### src/rtl/mem_sequencer_if.sv
// Request, status and memory-bus bundle between the control unit/memory and mem_sequencer.
// The sequencer takes the slave view. The master view belongs to the control unit and the memory.
interface mem_sequencer_if;
  logic        fetch_req;
  logic        ld_req;
  logic        st_req;
  logic [31:0] addr;
  logic [31:0] wdata;
  logic        pc_load;
  logic [31:0] pc_in;
  logic [31:0] mem_rdata;
  logic [31:0] mem_dir;
  logic [31:0] mem_wdata;
  logic        mem_rd;
  logic        mem_wd;
  logic [31:0] pc;
  logic [31:0] ir;
  logic [31:0] mdr;
  logic        busy;
  logic        done;
  logic        err;

  modport slave (
    input  fetch_req, ld_req, st_req, addr, wdata, pc_load, pc_in, mem_rdata,
    output mem_dir, mem_wdata, mem_rd, mem_wd, pc, ir, mdr, busy, done, err
  );

  modport master (
    output fetch_req, ld_req, st_req, addr, wdata, pc_load, pc_in, mem_rdata,
    input  mem_dir, mem_wdata, mem_rd, mem_wd, pc, ir, mdr, busy, done, err
  );
endinterface

### src/rtl/mem_sequencer.sv
// Multicycle sequencer that places fetches, loads and stores on one memory port.
// It holds the PC, the IR and the MDR, and signals completion and faults with busy/done/err.
module mem_sequencer #(
  parameter logic [31:0] BASE  = 32'h0040_0000,
  parameter int          WORDS = 64
) (
  input  logic            clk,
  input  logic            reset,
  mem_sequencer_if.slave  bus
);
  localparam logic [31:0] SPAN = 32'(4 * WORDS);

  typedef enum logic [2:0] {S_IDLE, S_FETCH, S_LOAD, S_STORE, S_DONE} state_t;

  state_t      state_q, state_d;
  logic [31:0] pc_q, pc_d;
  logic [31:0] ir_q, ir_d;
  logic [31:0] mdr_q, mdr_d;
  logic [31:0] addr_q, addr_d;
  logic [31:0] data_q, data_d;
  logic        err_q, err_d;

  // The address must be word-aligned and lie inside the backing store.
  function automatic logic legal(input logic [31:0] a);
    return (a[1:0] == 2'b00) && (a >= BASE) && ((a - BASE) < SPAN);
  endfunction

  always_ff @(posedge clk or posedge reset) begin
    if (reset) begin
      state_q <= S_IDLE;
      pc_q    <= BASE;
      ir_q    <= '0;
      mdr_q   <= '0;
      addr_q  <= '0;
      data_q  <= '0;
      err_q   <= 1'b0;
    end else begin
      state_q <= state_d;
      pc_q    <= pc_d;
      ir_q    <= ir_d;
      mdr_q   <= mdr_d;
      addr_q  <= addr_d;
      data_q  <= data_d;
      err_q   <= err_d;
    end
  end

  always_comb begin
    state_d = state_q;
    pc_d    = pc_q;
    ir_d    = ir_q;
    mdr_d   = mdr_q;
    addr_d  = addr_q;
    data_d  = data_q;
    err_d   = err_q;
    case (state_q)
      S_IDLE: begin
        if (bus.pc_load) begin
          pc_d = bus.pc_in;
        end else if (bus.st_req) begin
          if (legal(bus.addr)) begin
            addr_d  = bus.addr;
            data_d  = bus.wdata;
            state_d = S_STORE;
          end else begin
            err_d   = 1'b1;
            state_d = S_DONE;
          end
        end else if (bus.ld_req) begin
          if (legal(bus.addr)) begin
            addr_d  = bus.addr;
            state_d = S_LOAD;
          end else begin
            err_d   = 1'b1;
            state_d = S_DONE;
          end
        end else if (bus.fetch_req) begin
          if (legal(pc_q)) begin
            state_d = S_FETCH;
          end else begin
            err_d   = 1'b1;
            state_d = S_DONE;
          end
        end
      end
      S_FETCH: begin
        ir_d    = bus.mem_rdata;
        pc_d    = pc_q + 32'd4;
        state_d = S_DONE;
      end
      S_LOAD: begin
        mdr_d   = bus.mem_rdata;
        state_d = S_DONE;
      end
      S_STORE: state_d = S_DONE;
      S_DONE: begin
        err_d   = 1'b0;
        state_d = S_IDLE;
      end
      default: state_d = S_IDLE;
    endcase
  end

  // Strobes decode from state only, so reset pulls them low at once.
  assign bus.mem_rd    = (state_q == S_FETCH) || (state_q == S_LOAD);
  assign bus.mem_wd    = (state_q == S_STORE);
  assign bus.mem_dir   = ((state_q == S_LOAD) || (state_q == S_STORE)) ? addr_q : pc_q;
  assign bus.mem_wdata = (state_q == S_STORE) ? data_q : 32'h0;
  assign bus.pc        = pc_q;
  assign bus.ir        = ir_q;
  assign bus.mdr       = mdr_q;
  assign bus.busy      = (state_q == S_FETCH) || (state_q == S_LOAD) || (state_q == S_STORE);
  assign bus.done      = (state_q == S_DONE);
  assign bus.err       = (state_q == S_DONE) && err_q;
endmodule

### src/flat_wrapper.sv
// flat-port wrapper written by rule: the top's interface ports become plain ports
module mem_sequencer_flat 
#(
  parameter logic [31:0] BASE  = 32'h0040_0000,
  parameter int          WORDS = 64
)
  (clk, reset, bus_fetch_req, bus_ld_req, bus_st_req, bus_addr, bus_wdata, bus_pc_load, bus_pc_in, bus_mem_rdata, bus_mem_dir, bus_mem_wdata, bus_mem_rd, bus_mem_wd, bus_pc, bus_ir, bus_mdr, bus_busy, bus_done, bus_err);
  mem_sequencer_if bus_i ();
  input  logic clk;
  input  logic reset;
  input wire logic [$bits(bus_i.fetch_req)-1:0] bus_fetch_req;
  input wire logic [$bits(bus_i.ld_req)-1:0] bus_ld_req;
  input wire logic [$bits(bus_i.st_req)-1:0] bus_st_req;
  input wire logic [$bits(bus_i.addr)-1:0] bus_addr;
  input wire logic [$bits(bus_i.wdata)-1:0] bus_wdata;
  input wire logic [$bits(bus_i.pc_load)-1:0] bus_pc_load;
  input wire logic [$bits(bus_i.pc_in)-1:0] bus_pc_in;
  input wire logic [$bits(bus_i.mem_rdata)-1:0] bus_mem_rdata;
  output wire logic [$bits(bus_i.mem_dir)-1:0] bus_mem_dir;
  output wire logic [$bits(bus_i.mem_wdata)-1:0] bus_mem_wdata;
  output wire logic [$bits(bus_i.mem_rd)-1:0] bus_mem_rd;
  output wire logic [$bits(bus_i.mem_wd)-1:0] bus_mem_wd;
  output wire logic [$bits(bus_i.pc)-1:0] bus_pc;
  output wire logic [$bits(bus_i.ir)-1:0] bus_ir;
  output wire logic [$bits(bus_i.mdr)-1:0] bus_mdr;
  output wire logic [$bits(bus_i.busy)-1:0] bus_busy;
  output wire logic [$bits(bus_i.done)-1:0] bus_done;
  output wire logic [$bits(bus_i.err)-1:0] bus_err;
  assign bus_i.fetch_req = bus_fetch_req;
  assign bus_i.ld_req = bus_ld_req;
  assign bus_i.st_req = bus_st_req;
  assign bus_i.addr = bus_addr;
  assign bus_i.wdata = bus_wdata;
  assign bus_i.pc_load = bus_pc_load;
  assign bus_i.pc_in = bus_pc_in;
  assign bus_i.mem_rdata = bus_mem_rdata;
  assign bus_mem_dir = bus_i.mem_dir;
  assign bus_mem_wdata = bus_i.mem_wdata;
  assign bus_mem_rd = bus_i.mem_rd;
  assign bus_mem_wd = bus_i.mem_wd;
  assign bus_pc = bus_i.pc;
  assign bus_ir = bus_i.ir;
  assign bus_mdr = bus_i.mdr;
  assign bus_busy = bus_i.busy;
  assign bus_done = bus_i.done;
  assign bus_err = bus_i.err;
  mem_sequencer #(.BASE(BASE), .WORDS(WORDS)) u_core (.clk(clk), .reset(reset), .bus(bus_i));
endmodule
### config.mk
export PLATFORM = sky130hd
export DESIGN_NAME = mem_sequencer_flat
export DESIGN_NICKNAME = d
export VERILOG_FILES = /design/src/rtl/mem_sequencer_if.sv /design/src/rtl/mem_sequencer.sv /design/src/flat_wrapper.sv
export SDC_FILE = /design/constraint.sdc
export NUM_CORES = 1
export LEC_CHECK = 0
export ABC_AREA = 1
export CORE_MARGIN = 2
export CORE_UTILIZATION = 42
export CTS_BUF_LIST = sky130_fd_sc_hd__clkbuf_4 sky130_fd_sc_hd__clkbuf_8
export CTS_CLUSTER_DIAMETER = 200
export CTS_CLUSTER_SIZE = 20
export DETAILED_ROUTE_END_ITERATION = 8
export PLACE_DENSITY = 0.87
export SLEW_MARGIN = 20
export SYNTH_ARGS = -nofsm -noshare
export SYNTH_HDL_FRONTEND = slang
export SYNTH_SLANG_ARGS = --single-unit
### constraint.sdc
create_clock -name clk -period 4.79 [get_ports clk]
set_input_delay 0.7185 -clock clk [delete_from_list [all_inputs] [get_ports clk]]
set_output_delay 0.7185 -clock clk [all_outputs]
set_load 0.005 [all_outputs]
==> results of run 1 <==
-- stage by stage --
step	hold slack [ns]	cells	util, %	setup slack [ns]
after floorplan	0.4337	1069	-	1.988
after global placement	0.4488	1586	58.32	1.681
after global routing	0.4887	1618	60.39	1.240
final	0.4729	1619	60.41	1.384
after CTS	0.4757	1618	60.39	1.386
after detailed placement	0.4524	1586	58.32	1.564
-- sequential cells by signal, summed over array words and instances (netlist names) --
| name | flops |
|---|---|
| u_core.data_q | 32 |
| u_core.state_q | 3 |
| u_core.err_q | 1 |
| u_core.bus.ir | 32 |
| u_core.bus.pc | 32 |
| u_core.addr_q | 32 |
| u_core.bus.mdr | 32 |
-- cell families (layout without fill, tap and decap cells) --
logic type,count (synthesis),after routing,share of synthesized area [%]
simple gates,568,568,29.61
fa+ha+maj,2,2,0.3054
buf+inv,196,480,10.66
other cells,0,1,0
xor+xnor,5,5,0.5345
compound gates,134,134,8.781
flops,164,164,50.11
-- path summary, 6_finish.rpt --
path | cells past startpoint | slack, ns | from | to
worst max-delay path | 5 | 1.38 | u_core.state_q[2]$_DFFE_PP0P_ | bus_mem_dir[24]
worst min-delay path | 2 | 0.47 | u_core.addr_q[28]$_DFFE_PP0P_ | u_core.addr_q[28]$_DFFE_PP0P_
worst max register to register | 10 | 2.21 | u_core.state_q[0]$_DFFE_PP0P_ | u_core.bus.pc[11]$_DFFE_PP0P_
worst min register to register | 2 | 0.47 | u_core.addr_q[28]$_DFFE_PP0P_ | u_core.addr_q[28]$_DFFE_PP0P_
max in group asynchronous | 3 | 3.26 | reset | u_core.data_q[3]$_DFFE_PP0P_
min in group asynchronous | 3 | 0.84 | reset | u_core.bus.ir[29]$_DFFE_PP0P_
-- where the power goes --
group | internal (µW) | leakage, µW | switching, µW
Sequential | 1520 | 0.00189 | 239
Combinational | 760 | 0.00338 | 754
Clock | 436 | 0.000205 | 591
Total | 2720 | 0.00547 | 1580
-- metal layers --
metal	global-route usage, %	vias up	share of wire [%]
met2	40.98	409	46
met1	30.80	3763	40
met4	9.443	0	2.7
li1	-	3893	-
met3	10.13	53	12
met5	0	-	0
-- Yosys cell counts --
cell,instances,area share [%]
buf_6,7,0.96
nand3_4,2,0.43
nor2_4,1,0.14
clkbuf_1,20,0.92
nand3_1,39,2.4
o21ai_1,1,0.061
xor2_1,5,0.53
nor3b_1,1,0.092
nor2_8,2,0.49
or2_0,1,0.076
nand4_1,41,3.1
nor3_2,2,0.24
nor2_1,107,4.9
o21a_1,3,0.27
nor2_2,4,0.31
o22ai_1,4,0.31
or2_1,1,0.076
o21bai_1,1,0.092
nor3_1,15,0.92
inv_1,139,6.4
nand2_1,346,16
buf_2,17,1.0
a21oi_1,12,0.73
o21ai_0,100,6.1
nand3_2,2,0.24
inv_2,6,0.27
buf_12,3,0.73
ha_1,2,0.31
dfrtp_1,163,50
dfstp_2,1,0.32
o211ai_1,7,0.64
buf_4,4,0.37
a31oi_1,2,0.15
or2_2,3,0.23
a22oi_1,1,0.092
and2_4,1,0.11
o221ai_1,3,0.32
-- cell type report --
| type | count | area (µm²) |
|---|---|---|
| Fill cell | 1651 | 7630 |
| Clock inverter | 15 | 165.2 |
| Multi-Input combinational cell | 709 | 3222 |
| Timing Repair Buffer | 303 | 3033 |
| Sequential cell | 164 | 4105 |
| Tap cell | 265 | 331.6 |
| Clock buffer | 17 | 234.0 |
| Inverter | 145 | 548.0 |
| Antenna cell | 1 | 2.502 |
-- cell usage in the layout (no fill, tap or decap), drive strengths merged --
cell | netlist | final
or2 | 5 | 5
clkdlybuf4s50 | 0 | 298
nor3 | 17 | 17
bufinv | 0 | 1
a22oi | 1 | 1
nand2 | 346 | 346
nand4 | 41 | 41
xor2 | 5 | 5
dfstp | 1 | 1
o21bai | 1 | 1
dfrtp | 163 | 163
o221ai | 3 | 3
ha | 2 | 2
o21a | 3 | 3
clkinvlp | 0 | 1
inv | 145 | 152
clkinv | 0 | 6
diode | 0 | 1
o21ai | 101 | 101
a31oi | 2 | 2
clkbuf | 20 | 17
a21oi | 12 | 12
nand3 | 43 | 43
o22ai | 4 | 4
and2 | 1 | 1
o211ai | 7 | 7
nor2 | 114 | 114
nor3b | 1 | 1
buf | 31 | 5
-- worst min-delay path: stages, from the launching register on --
cell and delay, ns:
dfrtp_1 0.35, nand2_1 0.05, inv_1 0.04
==> results_dict.tcl, run 1 <==
set metrics [dict create \
    status "finished clean" \
    die_x_um 143.7 \
    start_util_pct 42.51 \
    clock_path_buffers 2 \
    cp.arrival_ns 2.69 \
    setup_viol 0 \
    fp-row-count 51 \
    rsz0062_at_grt "false" \
    grt_pass1_wl_um 40590 \
    endpoint_kind "output port" \
    postCtsResizedCells 0 \
    p_total_uw 4304 \
    area_delta_synth_final_pct 42.09 \
    irDropWorstVdd_mv 0.2126 \
    route.detailed.drc 0 \
    max_slew_margin_pct 37.34 \
    via_per_inst 5.014 \
    cp_max_fo 38 \
    cp_cell_sequence "nor2_4 -> buf_4 -> nand2_1 -> o21ai_0 -> clkdlybuf4s50_1" \
    syn_nets 1205 \
    ys_seq_area_share_pct 50.11 \
    num_vias 8118 \
    drt_wl_total_um 26230 \
    drv_cap 0 \
    grt_pass1_vias 7899 \
    ys_ff_latch 164 \
    drive_gt1_share_pct 4.656 \
    drtAntennaViolNets 0 \
    start_kind "register" \
    syn-mean-instance-area_um2 7.664 \
    grt_usage_pct 25.42 \
    layout.nets 1476 \
    post-route-min-period_ns 3.406 \
    synth.distinct_cells 37 \
    period_share_pct 71.11 \
    hold_viol 0 \
    die-area_um2 20640 \
    numCtsBuffers 17 \
    design_area_um2 11640 \
    dp_hpwl_um 19300 \
    die_y_um 143.7 \
    drt_iter0_drc 474 \
    top_level_ports 299 \
    cts_hold_buf 0 \
    required_ns 4.07 \
    clk_latency_ns 0.46 \
    portBuffers 298 \
    post_drt_wl_per_cell_um 16.20 \
    tns_ns 0 \
    clock_skew_ns 0.01448 \
    power_density_nw_per_um2 369.7 \
    hp-class "register to register" \
    tightestPinTransition_ns 0.9389 \
    cts.sinks 164 \
    cp.buffers_inverters 2 \
    core-area_um2 19270 \
    placed_area_um2 11240 \
    drtPass1Iterations 5 \
    antenna_found_initial 1 \
    syn_area_um2 8193 \
    slowest_delay_ns 0.55 \
    grt_overflow 0 \
    slew_violations 0 \
    cts_setup_buffers 0 \
    cts_max_level 4 \
    ctsRootBufferMaster "clkbuf_8" \
    gp_congestion 0.9677 \
    grt_max_degree 165 \
    ys_warn_count 0 \
    synth_cells 1069 \
    cpMaxStageDelayCell "clkdlybuf4s50_1" \
    max_freq_mhz 293.6 \
    cts_tree "built" \
    p_leak_uw 0.005473 \
    critPathKind "register to output port" \
    critical_path.top_delay_family "buffers and inverters" \
    clkTransAtPathRegs_ns 0.09 \
]
No activity file was read; power rests on OpenSTA's default activity.
==> inputs of run 2 (changes only) <==
CORE_UTILIZATION = 46   (was 42)
PLACE_DENSITY = 0.9   (was 0.87)
clock period = 3.3 ns   (was 4.79 ns; I/O delays follow)
==> run 2 against run 1 <==
Net effect:
- utilization increased by 6.7 points
- global-route usage is 2.2 points higher
- via count increased by 2.5%
- routed wire length increased by 0.84%
- sequential share of layout area is essentially flat
- clock skew about the same
- total power increased by 45%
- clock power increased by 41%
- first-iteration DRC count rose by 54%
- critical path type unchanged
- highest routed layer unchanged
==> results_dict.tcl, run 2 (same netlist as run 1, synthesis figures left out) <==
set metrics [dict create \
    status "finished clean" \
    num_vias 8324 \
    via_per_inst 5.252 \
    hp-class "register to register" \
    grt_overflow 0 \
    placed_area_um2 11230 \
    drtPass1Iterations 5 \
    antenna_cells 0 \
    power_density_nw_per_um2 535.5 \
    clkTransAtPathRegs_ns 0.10 \
    design_area_um2 11650 \
    grt_pass1_wl_um 40050 \
    required_ns 2.80 \
    cts_hold_buf 0 \
    max_freq_mhz 323.0 \
    irDropWorstVdd_mv 0.3230 \
    core-area_um2 17360 \
    grt_pass1_vias 7881 \
    cts_max_level 4 \
    start_kind "register" \
    clock_skew_ns 0.01440 \
    tightestPinTransition_ns 0.9154 \
    start_util_pct 47.20 \
    die_x_um 137.5 \
    post_drt_wl_per_cell_um 16.69 \
    drv_cap 0 \
    endpoint_kind "output port" \
    cp_max_fo 38 \
    fill_cells 1388 \
    antenna_found_initial 0 \
    ff2ff_path_depth 5 \
    drt_wl_total_um 26450 \
    die-area_um2 18890 \
    r2r_slack_ns 1.15 \
    dp_hpwl_um 19390 \
    numCtsBuffers 17 \
    ctsRootBufferMaster "clkbuf_8" \
    max_slew_margin_pct 38.98 \
    gp_congestion 1.022 \
    period_share_pct 93.82 \
    setup_viol 0 \
    post-route-min-period_ns 3.096 \
    slew_violations 0 \
    fp-row-count 48 \
    final_common_cell "nand2_1" \
    layout.nets 1483 \
    die_y_um 137.5 \
    cts_tree "built" \
    drt_iter0_drc 731 \
    portBuffers 298 \
    top_level_ports 299 \
    tns_ns 0 \
    route.detailed.drc 0 \
    p_leak_uw 0.005497 \
    clk_latency_ns 0.46 \
    clock_path_buffers 2 \
    grt_usage_pct 27.66 \
    area_delta_synth_final_pct 42.24 \
    most-common-layout-cells "nand2_1, clkdlybuf4s50_1, dfrtp_1, inv_1, nor2_1" \
    cp.arrival_ns 2.60 \
    grt_max_degree 93 \
    drive_gt1_share_pct 5.294 \
    cts.sinks 164 \
    hold_viol 0 \
    whs_path_depth 2 \
    drtAntennaViolNets 0 \
    rsz0062_at_grt "false" \
    critPathKind "register to output port" \
]
==> run 2: cell count changes in the layout (fill, tap and decap cells not counted) <==
cell        delta
buf_4          +5
inv_1          -1
clkinv_2       -2
clkinv_4       -1
clkinvlp_4     +4
inv_8          +1
nor3_4         +1
diode_2        -1
bufinv_16      -1
clkinv_8       +1
buf_6          +1
nor3_1         -1
==> run 2: routing by layer <==
metal	global-route usage, %	wire (µm)
met3	8.278	3282
met2	42.98	12030
met5	0	0
met1	35.72	10190
met4	12.54	955
==> run 2: final cells by class <==
cell class,count,area [µm²],share of cell area (%)
well taps,225,281.5,2.416
clock buffers,17,234.0,2.008
repair buffers,309,3082,26.44
multi-input cells,709,3233,27.74
inverters,145,551.8,4.735
flip-flops and latches,164,4105,35.23
repair inverters,1,7.507,0.06442
clock inverters,15,158.9,1.364
==> run 2: metrics by stage <==
step / hold WS [ns] / util [%] / setup WS (ns) / cells / power, µW
floorplan: 0.4337 / - / 0.7210 / 1069 / 3422
global placement: 0.4505 / 64.68 / 0.5847 / 1551 / 4731
detailed placement: 0.4539 / 64.68 / 0.5811 / 1551 / 4779
CTS: 0.4780 / 66.95 / 0.06912 / 1583 / 6245
global route: 0.5014 / 67.14 / 0.05681 / 1585 / 6557
finish: 0.4771 / 67.14 / 0.2039 / 1585 / 6241
==> run 2: timing repair <==
| action | 4_1_cts | 5_1_grt |
|---|---|---|
| endpoints found under the hold margin | 0 | 0 |
| gates resized for setup | 0 | 5 |
| setup endpoints to repair | 0 | 19 |
| buffers inserted | 0 | 1 |
==> run 2: critical path: stages (launching register included) <==
cell	delay, ns
dfrtp_1	0.49
nor2_4	0.49
buf_6	0.33
nand2_1	0.07
o21ai_0	0.17
clkdlybuf4s50_1	0.58
==> run 2: power breakdown <==
part	switching [µW]	total [µW]	internal (µW)
clock network	882	1450	569
registers	359	2570	2210
logic	1100	2220	1120
total	2340	6240	3900
==> run 2: worst paths after layout <==
kind / endpoint / startpoint
min in group asynchronous: u_core.addr_q[20]$_DFFE_PP0P_ / reset
worst max-delay path: bus_mem_dir[4] / u_core.state_q[2]$_DFFE_PP0P_
worst min register to register: u_core.addr_q[9]$_DFFE_PP0P_ / u_core.addr_q[9]$_DFFE_PP0P_
worst max register to register: u_core.bus.pc[3]$_DFFE_PP0P_ / u_core.state_q[2]$_DFFE_PP0P_
worst min-delay path: u_core.addr_q[9]$_DFFE_PP0P_ / u_core.addr_q[9]$_DFFE_PP0P_
max in group asynchronous: u_core.data_q[2]$_DFFE_PP0P_ / reset
